==> src/rtl/prco_mem_arbiter.sv <==
// -----------------------------------------------------------------------------
// prco_mem_arbiter
//
// Shares one single-port block RAM between the three requesters of prco_core:
// the debug/loader port (ld), the core load/store port (dt) and the core
// instruction-fetch port (if). Accesses are serialised through a four-state
// FSM (IDLE -> ACCESS -> WAIT -> DONE). Every access therefore takes four
// cycles, and the winner's ack pulses for exactly one cycle in DONE.
//
// Build option:
//   PRCO_ARB_RR_EN  When defined, data and fetch alternate round-robin on a
//                   tie. When undefined, data always beats fetch and no
//                   pointer is built. The loader always has absolute priority.
//
// Handshake (request/acknowledge):
//   A requester raises rq together with stable we/addr/wdata and holds all of
//   them until its ack pulse. It may drop rq on the edge that ends the ack
//   cycle, or keep rq high to ask for another access. That new request is
//   arbitrated in the next IDLE. A request is sampled only in IDLE. A port
//   that drops rq before it has won is never served. Once a port has won, its
//   access always completes.
//
// Ports:
//   i_clk, i_reset_n            clock; asynchronous active-low reset
//   i_ld_rq/we/addr/wdata       loader port request
//   i_dt_rq/we/addr/wdata       data port request
//   i_if_rq/addr                fetch port request (read-only)
//   q_ld_ack/q_dt_ack/q_if_ack  one-cycle completion pulses
//   q_rdata                     registered read data, held until next read
//   q_busy                      high whenever the FSM is not in IDLE
//   q_mem_en/we/addr/wdata      registered BRAM controls
//   i_mem_rdata                 BRAM read data (1-cycle latency)
//   q_state                     current FSM state, for observation
// -----------------------------------------------------------------------------
module prco_mem_arbiter #(
  parameter int ADDR_W = 8,
  parameter int DATA_W = 16
) (
  input  logic              i_clk,
  input  logic              i_reset_n,
  input  logic              i_ld_rq,
  input  logic              i_ld_we,
  input  logic [ADDR_W-1:0] i_ld_addr,
  input  logic [DATA_W-1:0] i_ld_wdata,
  input  logic              i_dt_rq,
  input  logic              i_dt_we,
  input  logic [ADDR_W-1:0] i_dt_addr,
  input  logic [DATA_W-1:0] i_dt_wdata,
  input  logic              i_if_rq,
  input  logic [ADDR_W-1:0] i_if_addr,
  output logic              q_ld_ack,
  output logic              q_dt_ack,
  output logic              q_if_ack,
  output logic [DATA_W-1:0] q_rdata,
  output logic              q_busy,
  output logic              q_mem_en,
  output logic              q_mem_we,
  output logic [ADDR_W-1:0] q_mem_addr,
  output logic [DATA_W-1:0] q_mem_wdata,
  input  logic [DATA_W-1:0] i_mem_rdata,
  output logic [1:0]        q_state
);

  typedef enum logic [1:0] {
    S_IDLE   = 2'd0,
    S_ACCESS = 2'd1,
    S_WAIT   = 2'd2,
    S_DONE   = 2'd3
  } state_t;

  typedef enum logic [1:0] {
    ID_NONE = 2'd0,
    ID_LD   = 2'd1,
    ID_DT   = 2'd2,
    ID_IF   = 2'd3
  } port_id_t;

  state_t   state_q;
  state_t   state_d;
  port_id_t win_q;
  logic     lat_we_q;

  port_id_t          pick;
  logic              pick_we;
  logic [ADDR_W-1:0] pick_addr;
  logic [DATA_W-1:0] pick_wdata;

  // ---------------------------------------------------------------------------
  // Tie-break between data and fetch.
  // ---------------------------------------------------------------------------
`ifdef PRCO_ARB_RR_EN
  // High when fetch won the most recent data/fetch decision. It resets high,
  // so the first tie after reset goes to data. A loader win leaves it alone.
  logic rr_last_if_q;

  always_ff @(posedge i_clk or negedge i_reset_n) begin
    if (!i_reset_n) begin
      rr_last_if_q <= 1'b1;
    end else if (state_q == S_IDLE) begin
      if (pick == ID_DT) begin
        rr_last_if_q <= 1'b0;
      end else if (pick == ID_IF) begin
        rr_last_if_q <= 1'b1;
      end
    end
  end

  logic tie_to_data;
  assign tie_to_data = rr_last_if_q;
`else
  logic tie_to_data;
  assign tie_to_data = 1'b1;
`endif

  // ---------------------------------------------------------------------------
  // Winner selection. This is used only in IDLE.
  // ---------------------------------------------------------------------------
  always_comb begin
    pick = ID_NONE;
    if (i_ld_rq) begin
      pick = ID_LD;
    end else if (i_dt_rq && i_if_rq) begin
      pick = tie_to_data ? ID_DT : ID_IF;
    end else if (i_dt_rq) begin
      pick = ID_DT;
    end else if (i_if_rq) begin
      pick = ID_IF;
    end
  end

  // The fetch port can never write: its we is forced low, and it has no
  // write data.
  always_comb begin
    pick_we    = 1'b0;
    pick_addr  = '0;
    pick_wdata = '0;
    case (pick)
      ID_LD: begin
        pick_we    = i_ld_we;
        pick_addr  = i_ld_addr;
        pick_wdata = i_ld_wdata;
      end
      ID_DT: begin
        pick_we    = i_dt_we;
        pick_addr  = i_dt_addr;
        pick_wdata = i_dt_wdata;
      end
      ID_IF: begin
        pick_we    = 1'b0;
        pick_addr  = i_if_addr;
      end
      default: begin
        pick_we    = 1'b0;
      end
    endcase
  end

  // ---------------------------------------------------------------------------
  // FSM
  // ---------------------------------------------------------------------------
  always_ff @(posedge i_clk or negedge i_reset_n) begin
    if (!i_reset_n) begin
      state_q <= S_IDLE;
    end else begin
      state_q <= state_d;
    end
  end

  always_comb begin
    state_d = state_q;
    case (state_q)
      S_IDLE:   if (pick != ID_NONE) state_d = S_ACCESS;
      S_ACCESS: state_d = S_WAIT;
      S_WAIT:   state_d = S_DONE;
      S_DONE:   state_d = S_IDLE;
      default:  state_d = S_IDLE;
    endcase
  end

  // ---------------------------------------------------------------------------
  // Registered datapath and outputs.
  // The BRAM controls are loaded on the edge that leaves IDLE, so they are
  // valid for the whole ACCESS cycle. en and we fall on the next edge.
  // addr and wdata keep their values until the next access. The BRAM answers
  // one cycle after ACCESS, so read data is captured on the edge that ends
  // WAIT. The ack is registered from WAIT, so it is high only during DONE.
  // ---------------------------------------------------------------------------
  always_ff @(posedge i_clk or negedge i_reset_n) begin
    if (!i_reset_n) begin
      win_q       <= ID_NONE;
      lat_we_q    <= 1'b0;
      q_mem_en    <= 1'b0;
      q_mem_we    <= 1'b0;
      q_mem_addr  <= '0;
      q_mem_wdata <= '0;
      q_rdata     <= '0;
      q_ld_ack    <= 1'b0;
      q_dt_ack    <= 1'b0;
      q_if_ack    <= 1'b0;
    end else begin
      q_mem_en <= 1'b0;
      q_mem_we <= 1'b0;
      q_ld_ack <= (state_q == S_WAIT) && (win_q == ID_LD);
      q_dt_ack <= (state_q == S_WAIT) && (win_q == ID_DT);
      q_if_ack <= (state_q == S_WAIT) && (win_q == ID_IF);

      if ((state_q == S_IDLE) && (pick != ID_NONE)) begin
        win_q      <= pick;
        lat_we_q   <= pick_we;
        q_mem_en   <= 1'b1;
        q_mem_we   <= pick_we;
        q_mem_addr <= pick_addr;
        if (pick != ID_IF) begin
          q_mem_wdata <= pick_wdata;
        end
      end

      if ((state_q == S_WAIT) && !lat_we_q) begin
        q_rdata <= i_mem_rdata;
      end
    end
  end

  assign q_busy  = (state_q != S_IDLE);
  assign q_state = state_q;

endmodule

==> config.mk <==
export PLATFORM = sky130hd
export DESIGN_NAME = prco_mem_arbiter
export DESIGN_NICKNAME = d
export VERILOG_FILES = /design/src/rtl/prco_mem_arbiter.sv
export SDC_FILE = /design/constraint.sdc
export NUM_CORES = 1
export LEC_CHECK = 0
export BUFFER_PORTS_ARGS = -buffer_cell sky130_fd_sc_hd__buf_4
export CAP_MARGIN = 0
export CORE_MARGIN = 2
export CORE_UTILIZATION = 48
export CTS_CLUSTER_SIZE = 24
export DETAILED_ROUTE_END_ITERATION = 7
export GPL_ROUTABILITY_DRIVEN = 0
export HOLD_SLACK_MARGIN = 0.06
export PLACE_DENSITY = 0.82
export SYNTH_ARGS = -nofsm -noshare
export SYNTH_HDL_FRONTEND = slang
export SYNTH_SLANG_ARGS = --single-unit
==> constraint.sdc <==
create_clock -name i_clk -period 5.3 [get_ports i_clk]
set_clock_uncertainty 0.15 [all_clocks]
set_input_delay 1.06 -clock i_clk [delete_from_list [all_inputs] [get_ports i_clk]]
set_output_delay 1.06 -clock i_clk [all_outputs]
set_load 0.01 [all_outputs]
## Word-level counts from Yosys, hierarchy flattened

Cells that the tools add are included.

- Bits in registers: 50
- Bits of input ports: 79
- Output and inout port bits: 48
- Logic and storage cells: 44

- Eq/ne operators: 11
- Muxes and demuxes: 11
- Reduce and logical (&&, ||, !) cells: 11

Operators by type and width:

| operator | number |
|---|---|
| $pmux 16 s2 | 1 |
| $pmux 8 s3 | 1 |
| $eq 2x2->1 const B | 6 |
| $mux 2 | 5 |
| $pmux 2 s4 | 1 |
| $eq 2x1->1 const B | 3 |
| $logic_and 1x1->1 | 6 |
| $ne 2x2->1 const B | 2 |
| $reduce_bool 2->1 | 2 |
| $logic_not 2->1 | 1 |
| $mux 1 | 2 |
| $pmux 1 s2 | 1 |
| $reduce_and 2->1 | 1 |
| $logic_not 1->1 | 1 |

## Logic depth before layout (Yosys ltp)

Gate-level depths: netlist of the first run.

- Depth in word-level cells: 7
- Mapped depth: 8
- Gate-level depth less buffers: 7

## Worst setup path after synthesis of the first run

No wires, ideal clock.

- Kind: input to register
- From: input i_dt_rq
- To: register q_mem_wdata[0]
- Setup time: 0.092 ns
- Arrival time: 2.472 ns
- Required time: 5.058 ns
- Setup slack: 2.586 ns
- Stages: 6
- Path buffers: 2
- Cells stage by stage: nor2_1 > or2_2 > ha_1 > buf_4 > dlygate4sd1_1 > o31ai_2

- Word-level cells in the longest chain between the ends: 6
- Elaborated cells between the ends (all ways): 11
- Those cells by class: 3 x eq/ne; 4 x mux; 4 x reduce/logical

RTL lines:

| item | line | RTL |
|---|---|---|
| start: declaration | 45 | `input logic i_dt_rq,` |
| $mux 2 or $logic_and 1x1->1 (tied branches) | 124, 122 |  |
| $mux 2 (*) | 122 | `end else if (i_dt_rq && i_if_rq) begin` |
| $mux 2 (*) | 120 | `if (i_ld_rq) begin` |
| branches (longest 3 deep; another with $pmux 16 s2) | -- |  |
| end signal: assignment | 214 | `q_mem_wdata <= pick_wdata;` |
| end: declaration | 59 | `output logic [DATA_W-1:0] q_mem_wdata,` |

Every way passes the cells marked *.
A chain may end at the register's enable or synchronous reset.

## Worst setup path in the final report of the first run

- From: input i_dt_rq
- To: register lat_we_q

- Word-level cells in the longest chain between the ends: 5
- Elaborated cells between the ends (all ways): 9
- Those cells by class: 2 x eq/ne; 4 x mux; 3 x reduce/logical

RTL lines:

| item | line | RTL |
|---|---|---|
| $mux 2 or $logic_and 1x1->1 (tied branches) | 124, 122 |  |
| $mux 2 (*) | 122 |  |
| $mux 2 (*) | 120 |  |
| named net pick[1] | 83 | `port_id_t pick;` |
| $eq 2x2->1, or another cell as far along | 137 | `case (pick)` |
| $pmux 1 s2 or $logic_and 1x1->1 (tied branches) | 137, 207 |  |
| end signal: assignment | 209 | `lat_we_q <= pick_we;` |
| end: declaration | 81 | `logic lat_we_q;` |

Mark *: on every way through the listed nets, which the timed path passes. The rest lies on a longest branch.

==> results of run 1 <==
## per-stage QoR
| step | util | hold WS [ns] | setup WS (ns) |
|---|---|---|---|
| 2_1_floorplan | - | 0.2850 | 2.586 |
| 3_3_place_gp | 0.6879 | 0.3117 | 2.191 |
| 3_5_place_dp | 0.6879 | 0.3112 | 2.145 |
| 4_1_cts | 0.7179 | 0.3239 | 2.466 |
| 5_1_grt | 0.7179 | 0.3527 | 2.298 |
| 6_report | 0.7179 | 0.3257 | 2.450 |
## final timing paths
check | from | end | slack [ns]
max in group asynchronous | i_reset_n | q_mem_wdata[6]$_DFFE_PN0P_ | 3.98
min in group asynchronous | i_reset_n | q_mem_addr[2]$_DFFE_PN0P_ | 0.62
worst min register to register | win_q[0]$_DFFE_PN0P_ | q_dt_ack$_DFF_PN0_ | 0.33
worst max-delay path | i_dt_rq | lat_we_q$_DFFE_PN0P_ | 2.45
worst max register to register | q_state[0]$_DFFE_PN0P_ | q_mem_wdata[9]$_DFFE_PN0P_ | 3.34
worst min-delay path | win_q[0]$_DFFE_PN0P_ | q_dt_ack$_DFF_PN0_ | 0.33
## flip-flops by register name, indices dropped and copies added, names as in the netlist
name	count
q_ld_ack	1
q_mem_addr	8
q_rdata	16
q_dt_ack	1
lat_we_q	1
q_mem_we	1
q_mem_wdata	16
q_if_ack	1
win_q	2
q_state	2
q_mem_en	1
## placed cells by master, fill, tap and decap left out, drive strengths merged
cell,instances
or2,2
and3,1
mux2,16
a222oi,8
a21o,1
nor3,2
a22oi,17
o21ai,21
bufinv,2
o31ai,24
nor3b,1
inv,7
nor2,3
nor2b,1
clkbuf,6
nand2,14
dfrtp,50
buf,128
a21oi,1
nand2b,1
ha,6
## synthesized netlist by cell type, types with 2 or more instances
cell / number
a222oi_1: 8
a22oi_1: 17
buf_4: 3
buf_6: 2
clkbuf_1: 7
dfrtp_1: 50
dlymetal6s2s_1: 3
ha_1: 6
inv_1: 7
mux2_2: 16
nand2_1: 14
nor2_1: 3
o21ai_0: 21
o31ai_1: 14
o31ai_2: 9
## area by class of cell
type | count | area share
inverter | 7 | 0.007698
timing repair buffer | 128 | 0.2815
clock buffer | 6 | 0.02419
sequential | 50 | 0.3666
tap | 67 | 0.02456
clock inverter | 2 | 0.01760
multi-input combinational | 119 | 0.2779
## routing by layer
metal,GRT usage,share of wire,up-vias
li1,-,-,958
met1,0.2866,0.40,970
met2,0.3690,0.50,95
met3,0.06098,0.083,9
met4,0.06548,0.015,0
met5,0,0,-
## worst register-to-register path: cells and delay by family, from the launching register on
family                     cells  cell delay, ns
and+or+nand+nor                2            0.61
buffers and inverters          1            0.12
adders and majority gates      1            0.21
AOI/OAI and AO/OA              1            0.38
DFF                            1            0.39
## kinds of logic after synthesis
| kind of cell | Yosys count | share of synthesized area |
|---|---|---|
| AO/OA/AOI/OAI | 72 | 0.2382 |
| flip-flops | 50 | 0.5283 |
| buffers and inverters | 25 | 0.07132 |
| AND/OR/NAND/NOR | 25 | 0.05442 |
| multiplexers | 16 | 0.07607 |
| adder cells (fa/ha/maj) | 6 | 0.03169 |
## power groups by stage
| stage | registers [mW] | logic (mW) | clock network [mW] |
|---|---|---|---|
| after floorplan | 0.733 | 0.375 | 0 |
| after global placement | 0.656 | 0.796 | 0 |
| after detailed placement | 0.665 | 0.818 | 0 |
| after CTS | 0.658 | 0.819 | 0.331 |
| after global routing | 0.677 | 0.892 | 0.349 |
| final | 0.656 | 0.810 | 0.324 |
==> results.cfg, run 1 <==
[yosys]
synth_top_area_frac = 0.5283
synth_ff_type = dfrtp_1
syn_area_um2 = 2369
ys_seq_area_frac = 0.5283
syn_nets = 279
synth_area_leaders = dfrtp_1 53%, mux2_2 7.6%, a22oi_1 5.4%, o31ai_2 4.8%, o21ai_0 4.4%
ys_types = 29
async_reset_ff_frac = 1.000
synth_cells = 194
synth_edf_count = 0
yosys_warnings = 0
ys_ff_latch = 50
postSynthAreaPerCell_um2 = 12.21
yosysTopAreaCell = dfrtp_1

[setup_path]
crit_required_ns = 5.40
path_buf_inv = 2
crit_cells = 8
path_class = input pin to flip-flop
cp_cell_sequence = buf_4, nor2_1, or2_2, inv_1, ha_1, a22oi_1, nor3_1, a21o_1
cp_data_arrival_time_ns = 2.95
critical-path-max-stage-delay_ns = 0.76
reg2reg_depth = 5
cp-end-kind = flip-flop
crit_family = adder cells
critPathMaxFanout = 25
critPathLaunchType = input pin
crit_slowest_cell = ha_1

[route]
ant_nets = 0
dr.first_iter.drc_count = 170
drtPass1Iterations = 6
vias_per_cell = 5.361
wire_per_inst_um = 15.84
wirelength_um = 6003
drc = 0
via_count = 2032

[timing]
fmax_mhz = 350.8
finalCriticalPeriod_ns = 2.850
tightestPinTransition_ns = 0.9253
setup_viol = 0
fin_crit_sh = 0.5378
final_hold_viol_count = 0
setup_tns_ns = 0
grt_setup_unrepaired = no
finalMaxSlewViolations = 0
slew_headroom = 0.3831

[flow_run]
cap_violations = 0

[global_routing]
antenna_found_initial = 0
grt_max_degree = 51
track_usage = 0.2219
overflow = 0
grt_pass1_vias = 1934
grt_pass1_wl_um = 9225

[cells_and_area]
instances_no_fill = 379
final_area_um2 = 3413
finish.net_count = 396
num_antenna_cells = 0
area_growth_pct = 44.11
fillerInstances = 371
drive_gt1_frac = 0.5288
multi_input_area_um2 = 948.4
ff_latch_area_um2 = 1251

[power_and_ir_drop]
p_clk_frac = 0.181
power.internal_mw = 1.188
power.total_mw = 1.790
power.density_nw_per_um2 = 524.5
peakVddDrop_mv = 0.2379
switching_share = 0.3362
p_sw_uw = 601.8
leakage_nw = 1.677
p_comb_frac = 0.453
seq_power_share = 0.366

[run_status]
outcome = finished, final reports clean

[floorplanning]
pin_count = 127
placeableCoreArea_um2 = 4755
chipWidth_um = 74.25
dieArea_um2 = 5512
start_util = 0.4982
die_h_um = 74.25
num_rows = 25

[clocking]
cts_buffers = 5
cts_setup_buffers = 0
path_clk_slew_ns = 0.09
htree_levels = 2
cts_tree = done
cts.sinks = 50
insertion_delay_ns = 0.30
ctsResizeCount = 0
cts_buffer_depth = 2
cts_hold_buf = 0
cts-root-buf = clkbuf_8

[hold_path]
hold_class = flip-flop to flip-flop
hold_path_depth = 1

[placed_design]
portBuffers = 126
dp_hpwl_um = 4442
post_dp_cell_area_um2 = 3271
dp_cells = 371
(Power assumes the default switching activity.)
==> run 2, diff against run 1 <==
CORE_UTILIZATION = 40   (was 48)
PLACE_DENSITY = 0.73   (was 0.82)
clock period = 2.55 ns   (was 5.3 ns; I/O delays follow)
==> run 2 against run 1 <==
- sequential power increased by 110%
- sequential cell count unchanged
- final area rose by 1.2%
- worst setup slack got worse by 1.9 ns
- cell count increased by 4.2%
- clock-buffer cell count fell by 1
- via count unchanged
- combinational power is 110% higher
- critical endpoint is now q_mem_wdata[9]$_DFFE_PN0P_
==> results.cfg, run 2 (same netlist as run 1, synthesis figures left out) <==
[setup_path]
cp_common_cell = buf_4
critical-path-max-stage-delay_ns = 0.31
crit_slowest_cell = or2_2
path_class = input pin to flip-flop
r2r_end = q_rdata[1]$_DFFE_PN0P_
cp-end-kind = flip-flop
reg2reg_from = q_state[0]$_DFFE_PN0P_
reg2reg_depth = 5
regToRegSetupSlack_ns = 0.71
critPathLaunchType = input pin
critPathMaxFanout = 16
crit_family = simple AND/OR/NAND/NOR gates
cp_data_arrival_time_ns = 2.08
cp_cell_sequence = buf_4, nor2_1, or2_2, ha_1, nand2b_1, or2_1, buf_4, o31ai_1
crit_required_ns = 2.61
path_buf_inv = 2

[clocking]
cts_setup_buffers = 0
cts-root-buf = clkbuf_8
cts_tree = done
ctsResizeCount = 0
cts.sinks = 50
insertion_delay_ns = 0.30
cts_buffer_depth = 2
cts_buffers = 5
htree_levels = 2
path_clk_slew_ns = 0.09
cts_hold_buf = 0

[global_routing]
overflow = 0
grt_max_degree = 51
antenna_found_initial = 0
track_usage = 0.1955
grt_pass1_vias = 2049
grt_pass1_wl_um = 9749

[floorplanning]
num_rows = 28
pin_count = 127
start_util = 0.4073
placeableCoreArea_um2 = 5816
dieArea_um2 = 6553
chipWidth_um = 80.95
die_h_um = 80.95

[power_and_ir_drop]
switching_share = 0.3499
leakage_nw = 1.703
peakVddDrop_mv = 0.5902
power.density_nw_per_um2 = 1059
power.internal_mw = 2.378
p_clk_frac = 0.152
power.total_mw = 3.657
p_comb_frac = 0.473
seq_power_share = 0.375
p_sw_mw = 1.280

[cells_and_area]
finish.net_count = 404
final_core_util = 0.5938
final_common_cell = buf_4
fillerInstances = 517
final_area_um2 = 3453
reg_top3 = q_mem_wdata (16), q_rdata (16), q_mem_addr (8)
num_antenna_cells = 0
drive_gt1_frac = 0.5406
instances_no_fill = 395
area_growth_pct = 45.80
layout_common_cells = 136 x buf_4, 50 x dfrtp_1, 21 x o21ai_0

[timing]
grt_setup_unrepaired = no
whs_ns = 0.06750
fin_crit_sh = 0.7889
finalCriticalPeriod_ns = 2.012
slew_headroom = 0.5880
layout_setup_ws_ns = 0.5382
finalMaxSlewViolations = 0
setup_tns_ns = 0
final_hold_viol_count = 0
tightestPinTransition_ns = 0.6180
fmax_mhz = 497.1
setup_viol = 0

[placed_design]
portBuffers = 126
post_dp_cell_area_um2 = 3341
place_ws_ns = 0.1993
dp_hpwl_um = 4905
dp_cells = 387

[route]
drtPass1Iterations = 6
dr.first_iter.drc_count = 107
via_count = 2032
wirelength_um = 6345
wire_per_inst_um = 16.06
drc = 0
ant_nets = 0
vias_per_cell = 5.144

[hold_path]
hold_class = input pin to asynchronous set/reset pin

[flow_run]
cap_violations = 0

[run_status]
outcome = finished, final reports clean
==> run 2: power by group through the flow <==
| stage | Clock (mW) | Sequential (mW) | Combinational [mW] |
|---|---|---|---|
| final | 0.557 | 1.37 | 1.73 |
| after global placement | 0 | 1.37 | 1.70 |
| after global routing | 0.608 | 1.42 | 1.88 |
| after CTS | 0.571 | 1.38 | 1.76 |
| after floorplan | 0 | 1.52 | 0.779 |
| after detailed placement | 0 | 1.39 | 1.76 |
==> run 2: area by class of cell <==
type / count / area (µm²) / share of cell area
sequential: 50 / 1251 / 0.3623
timing repair buffer: 136 / 1021 / 0.2957
multi-input combinational: 119 / 948.4 / 0.2746
tap: 75 / 93.84 / 0.02717
clock buffer: 5 / 68.82 / 0.01993
clock inverter: 3 / 43.79 / 0.01268
inverter: 7 / 26.28 / 0.007609
==> run 2: worst max-delay path by stage <==
stage	from	endpoint	slack [ns]	depth (start not counted)
detailed placement	i_dt_rq	q_mem_wdata[9]$_DFFE_PN0P_	0.20	8
global route	i_dt_rq	q_mem_wdata[10]$_DFFE_PN0P_	0.44	8
global placement	i_dt_rq	q_mem_wdata[9]$_DFFE_PN0P_	0.29	8
floorplan	i_dt_rq	q_mem_wdata[0]$_DFFE_PN0P_	0.39	6
finish	i_dt_rq	q_mem_wdata[9]$_DFFE_PN0P_	0.54	8
CTS	i_dt_rq	q_mem_wdata[10]$_DFFE_PN0P_	0.54	8
==> run 2: layer usage <==
layer  vias to the layer above  track usage  share of wire
li1                        970            -              -
met1                       966       0.2158           0.37
met2                        85       0.3579           0.53
met3                        11      0.03778          0.075
met4                         0      0.09492          0.027
met5                         -            0              0
